**config.mk**
```make
export PLATFORM = sky130hd
export DESIGN_NAME = ib_mul_qs_pipe_flat
export DESIGN_NICKNAME = d
export VERILOG_FILES = /design/src/rtl/ib_mul_pkg.sv /design/src/rtl/ib_mul_qs_pipe_if.sv /design/src/rtl/ib_sq_u.sv /design/src/rtl/ib_mul_qs_pipe.sv /design/src/flat_wrapper.sv
export SDC_FILE = /design/constraint.sdc
export NUM_CORES = 1
export LEC_CHECK = 0
export CAP_MARGIN = 15
export CORE_MARGIN = 1.5
export CORE_UTILIZATION = 40
export DETAILED_ROUTE_END_ITERATION = 7
export GPL_TIMING_DRIVEN = 0
export HOLD_SLACK_MARGIN = 0.03
export PLACE_DENSITY = 0.58
export RECOVER_POWER = 25
export SYNTH_ARGS = -nofsm -noshare
export SYNTH_HDL_FRONTEND = slang
export SYNTH_SLANG_ARGS = --single-unit
```
**constraint.sdc**
```tcl
create_clock -name i_clk -period 5.73 [get_ports i_clk]
set_clock_uncertainty 0.05 [all_clocks]
set_input_delay 1.146 -clock i_clk [delete_from_list [all_inputs] [get_ports i_clk]]
set_output_delay 1.146 -clock i_clk [all_outputs]
set_load 0.02 [all_outputs]
```
**src/rtl/ib_mul_pkg.sv**
```systemverilog
// Shared definitions for the ib_mul multiplier family: width helpers and the
// per-stage control sideband that travels alongside each transaction.
package ib_mul_pkg;

  function automatic int res_w(input int w);
    return 2 * w;
  endfunction

  function automatic int s1_w(input int w);
    return w + 1;
  endfunction

  typedef struct packed {
    logic vld;
    logic sgn;
  } sb_t;

endpackage

```
**src/rtl/ib_mul_qs_pipe_if.sv**
```systemverilog
// Operand/result handshake bundle for the pipelined quarter-square multiplier.
interface ib_mul_qs_pipe_if #(
  parameter int W     = 8,
  parameter int TAG_W = 4
);
  logic             i_valid;
  logic             o_ready;
  logic [W-1:0]     i_a;
  logic [W-1:0]     i_b;
  logic             i_signed;
  logic [TAG_W-1:0] i_tag;
  logic             o_valid;
  logic             i_ready;
  logic [2*W-1:0]   o_c;
  logic [TAG_W-1:0] o_tag;
  logic             o_signed;

  modport slave (
    input  i_valid, i_a, i_b, i_signed, i_tag, i_ready,
    output o_ready, o_valid, o_c, o_tag, o_signed
  );

  modport master (
    output i_valid, i_a, i_b, i_signed, i_tag, i_ready,
    input  o_ready, o_valid, o_c, o_tag, o_signed
  );
endinterface

```
**src/rtl/ib_sq_u.sv**
```systemverilog
// Unsigned squarer: y = x * x, full 2N-bit result.
module ib_sq_u #(
  parameter int N = 9
) (
  input  logic [N-1:0]   x,
  output logic [2*N-1:0] y
);
  assign y = {{N{1'b0}}, x} * {{N{1'b0}}, x};
endmodule

```
**src/rtl/ib_mul_qs_pipe.sv**
```systemverilog
// Three-stage quarter-square multiplier, c = ((a+b)^2 - (a-b)^2) >> 2, with a
// valid/ready handshake; the whole pipeline freezes while the output stalls.
module ib_mul_qs_pipe
  import ib_mul_pkg::*;
#(
  parameter int W     = 8,
  parameter int TAG_W = 4
) (
  input logic             i_clk,
  input logic             i_nrst,
  ib_mul_qs_pipe_if.slave bus
);
  localparam int SW = s1_w(W);
  localparam int RW = res_w(W);

  function automatic logic [SW-1:0] ext(input logic [W-1:0] v, input logic is_sgn);
    return {is_sgn & v[W-1], v};
  endfunction

  // Negating -2^W in SW bits yields 2^W, which is the correct magnitude.
  function automatic logic [SW-1:0] mag(input logic [SW-1:0] v, input logic is_sgn);
    return (is_sgn && v[SW-1]) ? -v : v;
  endfunction

  // The squares agree mod 4, so dropping the two LSBs of the difference is exact.
  function automatic logic [RW-1:0] qs_fin(input logic [2*SW-1:0] sq_s,
                                           input logic [2*SW-1:0] sq_d);
    logic [2*SW-1:0] diff;
    diff = sq_s - sq_d;
    return diff[2*SW-1:2];
  endfunction

  logic                 en;
  sb_t                  sb_p0, sb_p1, sb_p2;
  logic [TAG_W-1:0]     tag_p0, tag_p1, tag_p2;
  logic [SW-1:0]        s_p0;
  logic signed [SW-1:0] d_p0;
  logic [SW-1:0]        mag_s, mag_d;
  logic [2*SW-1:0]      sq_s, sq_d;
  logic [2*SW-1:0]      sq_s_p1, sq_d_p1;
  logic signed [RW-1:0] c_p2;

  assign en = ~sb_p2.vld | bus.i_ready;

  // s is a signed quantity only in signed mode; d is always signed.
  assign mag_s = mag(s_p0, sb_p0.sgn);
  assign mag_d = mag(d_p0, 1'b1);

  ib_sq_u #(.N(SW)) u_sq_s (.x(mag_s), .y(sq_s));
  ib_sq_u #(.N(SW)) u_sq_d (.x(mag_d), .y(sq_d));

  always_ff @(posedge i_clk) begin
    if (!i_nrst) begin
      sb_p0   <= '0;
      sb_p1   <= '0;
      sb_p2   <= '0;
      tag_p0  <= '0;
      tag_p1  <= '0;
      tag_p2  <= '0;
      s_p0    <= '0;
      d_p0    <= '0;
      sq_s_p1 <= '0;
      sq_d_p1 <= '0;
      c_p2    <= '0;
    end else if (en) begin
      // S1: sum and difference of extended operands
      sb_p0   <= '{vld: bus.i_valid, sgn: bus.i_signed};
      tag_p0  <= bus.i_tag;
      s_p0    <= ext(bus.i_a, bus.i_signed) + ext(bus.i_b, bus.i_signed);
      d_p0    <= ext(bus.i_a, bus.i_signed) - ext(bus.i_b, bus.i_signed);
      // S2: squares of magnitudes
      sb_p1   <= sb_p0;
      tag_p1  <= tag_p0;
      sq_s_p1 <= sq_s;
      sq_d_p1 <= sq_d;
      // S3: quarter of the difference
      sb_p2   <= sb_p1;
      tag_p2  <= tag_p1;
      c_p2    <= qs_fin(sq_s_p1, sq_d_p1);
    end
  end

  assign bus.o_ready  = en;
  assign bus.o_valid  = sb_p2.vld;
  assign bus.o_c      = c_p2;
  assign bus.o_tag    = tag_p2;
  assign bus.o_signed = sb_p2.sgn;
endmodule

```
**src/flat_wrapper.sv**
```systemverilog
// flat-port wrapper written by rule: the top's interface ports become plain ports
module ib_mul_qs_pipe_flat import ib_mul_pkg::*;
#(
  parameter int W     = 8,
  parameter int TAG_W = 4
)
  (i_clk, i_nrst, bus_i_valid, bus_i_a, bus_i_b, bus_i_signed, bus_i_tag, bus_i_ready, bus_o_ready, bus_o_valid, bus_o_c, bus_o_tag, bus_o_signed);
  ib_mul_qs_pipe_if #(.W(W), .TAG_W(TAG_W)) bus_i ();
  input logic i_clk;
  input logic i_nrst;
  input wire logic [$bits(bus_i.i_valid)-1:0] bus_i_valid;
  input wire logic [$bits(bus_i.i_a)-1:0] bus_i_a;
  input wire logic [$bits(bus_i.i_b)-1:0] bus_i_b;
  input wire logic [$bits(bus_i.i_signed)-1:0] bus_i_signed;
  input wire logic [$bits(bus_i.i_tag)-1:0] bus_i_tag;
  input wire logic [$bits(bus_i.i_ready)-1:0] bus_i_ready;
  output wire logic [$bits(bus_i.o_ready)-1:0] bus_o_ready;
  output wire logic [$bits(bus_i.o_valid)-1:0] bus_o_valid;
  output wire logic [$bits(bus_i.o_c)-1:0] bus_o_c;
  output wire logic [$bits(bus_i.o_tag)-1:0] bus_o_tag;
  output wire logic [$bits(bus_i.o_signed)-1:0] bus_o_signed;
  assign bus_i.i_valid = bus_i_valid;
  assign bus_i.i_a = bus_i_a;
  assign bus_i.i_b = bus_i_b;
  assign bus_i.i_signed = bus_i_signed;
  assign bus_i.i_tag = bus_i_tag;
  assign bus_i.i_ready = bus_i_ready;
  assign bus_o_ready = bus_i.o_ready;
  assign bus_o_valid = bus_i.o_valid;
  assign bus_o_c = bus_i.o_c;
  assign bus_o_tag = bus_i.o_tag;
  assign bus_o_signed = bus_i.o_signed;
  ib_mul_qs_pipe #(.W(W), .TAG_W(TAG_W)) u_core (.i_clk(i_clk), .i_nrst(i_nrst), .bus(bus_i));
endmodule
```
# == After elaboration in Yosys (flattened, before gate mapping) ==
# Cells that the tools add are included.
# totals
register_bits,88
output_inout_bits,23
# op_classes
addsub,5
multipliers,2
mux,2
bitwise_logic,4
reduce_logical,1
# ops
operator,n
$mul 9x9->18,2
$mux 9,2
$neg 9->9,2
$sub 18x18->18,1
$add 9x9->9,1
$sub 9x9->9,1
$and 1x1->1,2
$logic_and 1x1->1,1
$not 1->1,1
$or 1x1->1,1

# == Logic depth before layout (Yosys ltp) ==
# logic_depth
word_depth,3
ltp_mapped,25
depth_no_buf,24

# == By module ==
# From an unflattened synthesis, not the netlist that was laid out.
# unflattened
hier_cells,1166
area_unflattened_um2,9187.6
# modules_own_cells
mod,n_inst,cells_per_inst,area_each_um2
ib_mul_qs_pipe,1,646,4906.0
ib_sq_u (u_core.u_sq_s),1,264,2149.6
ib_sq_u (u_core.u_sq_d),1,256,2132.0

# == Least setup slack after synthesis ==
# OpenSTA, ideal clock, no wires.
# synth_path
path_type,flip-flop to flip-flop
from,register u_core.d_p0[0]
to,register u_core.sq_d_p1[17]
setup_time_ns,0.124
t_arrival_ns,5.673
required_time_ns,5.556
setup_slack_ns,-0.118
stages_incl_launch_ff,23
synth_period_minus_slack_ns,5.848
path_cell_list,dfxtp_1 > inv_1 > clkbuf_1 > ha_1 > or3b_4 > or3_4 > nor4_1 > inv_1 > fa_1 > inv_1 > fa_1 > fa_1 > inv_1 > fa_1 > inv_1 > ha_1 > a21oi_1 > nand2_1 > and3_1 > a221oi_1 > a21oi_1 > xnor2_1 > o21ai_1
# synth_between
elab_chain_len,3
# synth_lines
item,line,source
start: declaration,ib_mul_qs_pipe.sv:37,logic signed [SW-1:0] d_p0;
start signal: assignment,ib_mul_qs_pipe.sv:70,"d_p0 <= ext(bus.i_a, bus.i_signed) - ext(bus.i_b, bus.i_signed);"
$neg 9->9,ib_mul_qs_pipe.sv:22,return (is_sgn && v[SW-1]) ? -v : v;
$mux 9 (*),ib_mul_qs_pipe.sv:22,
$mul 9x9->18 (*),ib_sq_u.sv:8,"assign y = {{N{1'b0}}, x} * {{N{1'b0}}, x};"
end signal: assignment,ib_mul_qs_pipe.sv:75,sq_d_p1 <= sq_d;
end: declaration,ib_mul_qs_pipe.sv:40,"logic [2*SW-1:0] sq_s_p1, sq_d_p1;"
# Mark *: on every way between the ends. The rest lies on a longest branch, timed or not.
# A chain may end at the register's enable or synchronous reset.

# == Worst setup path after layout ==
# layout_path
from,register u_core.d_p0[0]
to,register u_core.sq_d_p1[13]
# The elaborated chain is that of the path after synthesis.

==> flow_summary_export.csv <==
group,metric,value,unit
status,status,"finished, final reports clean",
clock_tree,cts_buffers,9,
power,powerDensity,445,nW/um^2
route,wire_per_inst,15.7,um
critical_path,crit_required,5920,ps
critical_path,timing.rr.start,"u_core.d_p0[0]$_SDFFE_PN0P_",
floorplanning,dieArea,22600,um^2
placed_design,gp_congestion,0.859,
yosys,synth_common_cells,"176 x inv_1, 131 x nand2_1, 103 x ha_1",
job,max_cap_viol_count,0,
grt,grt_pass1_vias,7220,
sta,fmax,180,MHz
sta,tightest_slew,749,ps
route,ant_nets,0,
critical_path,setup.worst_path.end,"u_core.sq_d_p1[13]$_SDFFE_PN0P_",
yosys,async_flop_share,0,%
floorplanning,start_util,41.1,%
yosys,synth-main-ff-cell,"dfxtp_1",
route,drt_wl_total,22.6,mm
route,dr_total_vias,7330,
grt,grt_use_total,20.9,%
clock_tree,max-clock-path-buffers,2,
sta,finalCritPeriodShare,97.2,%
critical_path,crit_path_end_kind,"flop",
route,drtPass1Iterations,5,
worst_hold_path,hold_class,"flop to flop",
floorplanning,core,21200,um^2
critical_path,cp_max_fo,4,
yosys,seq_area_frac_synth,19.1,%
yosys,ys_types,68,
critical_path,rrSetupSlack,160,ps
sta,slew_headroom,50.1,%
yosys,synthCells,1077,
route,drc_errors,0,
yosys,synth.cell_area,8700,um^2
yosys,synth_area_leaders,"dfxtp_1 19%, fa_1 16%, ha_1 15%, inv_1 7.6%, nand2_1 5.7%",
clock_tree,cts_num_sinks,83,
critical_path,r2r_end,"u_core.sq_d_p1[13]$_SDFFE_PN0P_",
grt,grt_max_degree,16,
critical_path,crit_type,"flop to flop",
sta,hold_violations,0,
sta,period_needed,5570,ps
clock_tree,clk_pin_slew_worst_paths,70,ps
sta,rsz0062_at_grt,"yes",
clock_tree,htree_levels,3,
floorplanning,dieWidth,150,um
clock_tree,clockRootBuffer,"clkbuf_16",
placed_design,dp_hpwl,17.5,mm
yosys,yosys_warnings,0,
yosys,synth.most_common_cell,"inv_1",
yosys,yosys.area.top_type,"dfxtp_1",
placed_design,place_ws,-881,ps
sta,slew_viol_final,0,
placed_design,io_buffers,47,
clock_tree,insertion_delay,350,ps
clock_tree,tritoncts,"built",
grt,grt_pass1_wl,36.7,mm
finish,final_nets,1358,
critical_path,cp-start-kind,"flop",
power,p_leak,4.96,nW
route,vias_per_cell,5.09,
finish,drive_gt1_share,9.78,%
critical_path,timing.critical_path.from,"u_core.d_p0[0]$_SDFFE_PN0P_",
sta,setup_ws,163,ps
floorplanning,ios,48,
grt,grt.overflow.total,0,
finish,area_growth,20.8,%
worst_hold_path,min_path_cells,2,
clock_tree,postCtsHoldBufs,0,
floorplanning,num_rows,53,
finish,nFillCells,2029,
finish,antenna-diode-count,0,
sta,hold_ws,412,ps
yosys,yosys_register_bits,83,
yosys,synth-edff-count,0,
grt,antenna_found_initial,0,
power,ir_drop,0.284,mV
yosys,yosys.area.top_type_share,19.1,%
sta,setup_viol,0,
critical_path,rr_worst_depth,24,
floorplanning,die_h,150,um
yosys,syn-mean-instance-area,8.08,um^2
critical_path,crit_arrival,5760,ps
route,drt-initial-drc-count,346,
report_power, final:
| group | internal (mW) | switching, mW |
|---|---|---|
| logic | 1.45 | 1.76 |
| clock network | 0.385 | 0.256 |
| registers | 0.719 | 0.101 |
worst max-delay path, cell delays in order, from the launching register on:
cell and delay (ps):
dfxtp_2 340, inv_4 70, clkbuf_16 150, ha_4 120
or3b_4 400, or3_4 440, nor4_4 320, ha_1 320
buf_4 150, buf_4 130, and2_4 130, a221oi_2 250
xor2_1 130, fa_1 540, inv_1 50, fa_1 490
inv_2 50, ha_4 230, o211ai_1 110, nand2_2 100
and3_4 190, a221oi_4 250, xor2_1 210, o21ai_1 70
and2_1 160
worst min-delay path by stage:
stage | start | endpoint | slack [ps]
finish | u_core.sq_d_p1[9]$_SDFFE_PN0P_ | u_core.sq_d_p1[9]$_SDFFE_PN0P_ | 410
global placement | u_core.sq_d_p1[9]$_SDFFE_PN0P_ | u_core.sq_d_p1[9]$_SDFFE_PN0P_ | 400
CTS | u_core.sq_d_p1[9]$_SDFFE_PN0P_ | u_core.sq_d_p1[9]$_SDFFE_PN0P_ | 420
detailed placement | u_core.tag_p0[0]$_SDFFE_PN0P_ | u_core.tag_p1[0]$_SDFFE_PN0P_ | 410
floorplan | u_core.sb_p1[1]$_SDFFE_PN0P_ | u_core.bus.o_valid$_SDFFE_PN0P_ | 390
global route | u_core.sq_d_p1[9]$_SDFFE_PN0P_ | u_core.sq_d_p1[9]$_SDFFE_PN0P_ | 430
cells in the final DEF (no fill, tap or decap), drive strengths merged, types with 4 or more instances in the layout:
cell type / n
nor2: 83
xnor2: 42
a31oi: 4
xor2: 26
inv: 179
nor2b: 10
a21oi: 40
nor3: 8
fa: 69
dlygate4sd3: 22
o22ai: 4
nand2b: 19
o21a: 13
o211ai: 5
ha: 103
nand3: 22
a211oi: 7
nor4: 4
nand4b: 5
and3: 6
dfxtp: 83
nand2: 132
a21boi: 32
o211a: 11
and2: 22
a21o: 7
buf: 28
clkbuf: 37
o21ai: 63
clkdlybuf4s50: 25
o31ai: 4
conb: 6
or3: 4
kinds of logic (layout without fill, tap and decap cells):
| family | Yosys count | after routing | synth area share [%] |
|---|---|---|---|
| muxes | 2 | 2 | 0.230 |
| DFF | 83 | 83 | 19.1 |
| buffers and inverters | 212 | 296 | 9.26 |
| xor gates and xnor gates | 68 | 68 | 6.93 |
| adders and majority gates | 172 | 172 | 30.7 |
| and+or+nand+nor | 326 | 326 | 17.4 |
| other | 1 | 6 | 0.0431 |
| AOI/OAI and AO/OA | 213 | 213 | 16.4 |
metrics by stage:
step	instances	instance area, um^2	TNS [ps]	utilization [%]	total power, mW
finish	1441	10500	0	49.7	4.68
global route	1441	10500	-120	49.7	5.13
CTS	1430	10200	0	48.1	4.48
detailed placement	1404	9540	-11670	45.1	3.62
global placement	1404	9540	-10720	45.1	3.59
floorplan	1082	8720	0	-	2.93
repair_timing:
| item | in CTS | in global routing |
|---|---|---|
| gates resized for setup | 40 | 55 |
| setup buffers | 10 | 11 |
| pin swaps | 10 | 35 |
| endpoints found under the setup margin | 22 | 16 |
| hold endpoints to repair | 0 | 0 |
final cells by class:
cell class              count  area (um^2)  share of cell area (%)
well taps                 275          344                    3.27
clock buffers               9          225                    2.14
repair buffers             68          636                    6.04
plain buffers              35          164                    1.56
multi-input cells         787         6710                    63.8
inverters                 177          672                    6.39
flip-flops and latches     83         1660                    15.8
clock inverters             7          100                   0.952
flip-flops by register name, summed over array words and instances, names as in the netlist, 2 cells and up:
name and cells:
u_core.bus.o_c 16, u_core.bus.o_tag 4, u_core.d_p0 9, u_core.s_p0 8
u_core.sb_p0 2, u_core.sb_p1 2, u_core.sq_d_p1 16, u_core.sq_s_p1 16
u_core.tag_p0 4, u_core.tag_p1 4
metal layers:
layer  global-route usage, %  share of wire, %  wire, um  up-vias
li1                        -                 -         -     3662
met1                    29.8                49     11000     3503
met2                    34.2                47     10500      149
met3                    2.73               3.9       879       16
met4                    3.53              0.75       170        0
met5                       0                 0         0        -
No activity file was read; power rests on OpenSTA's default activity.
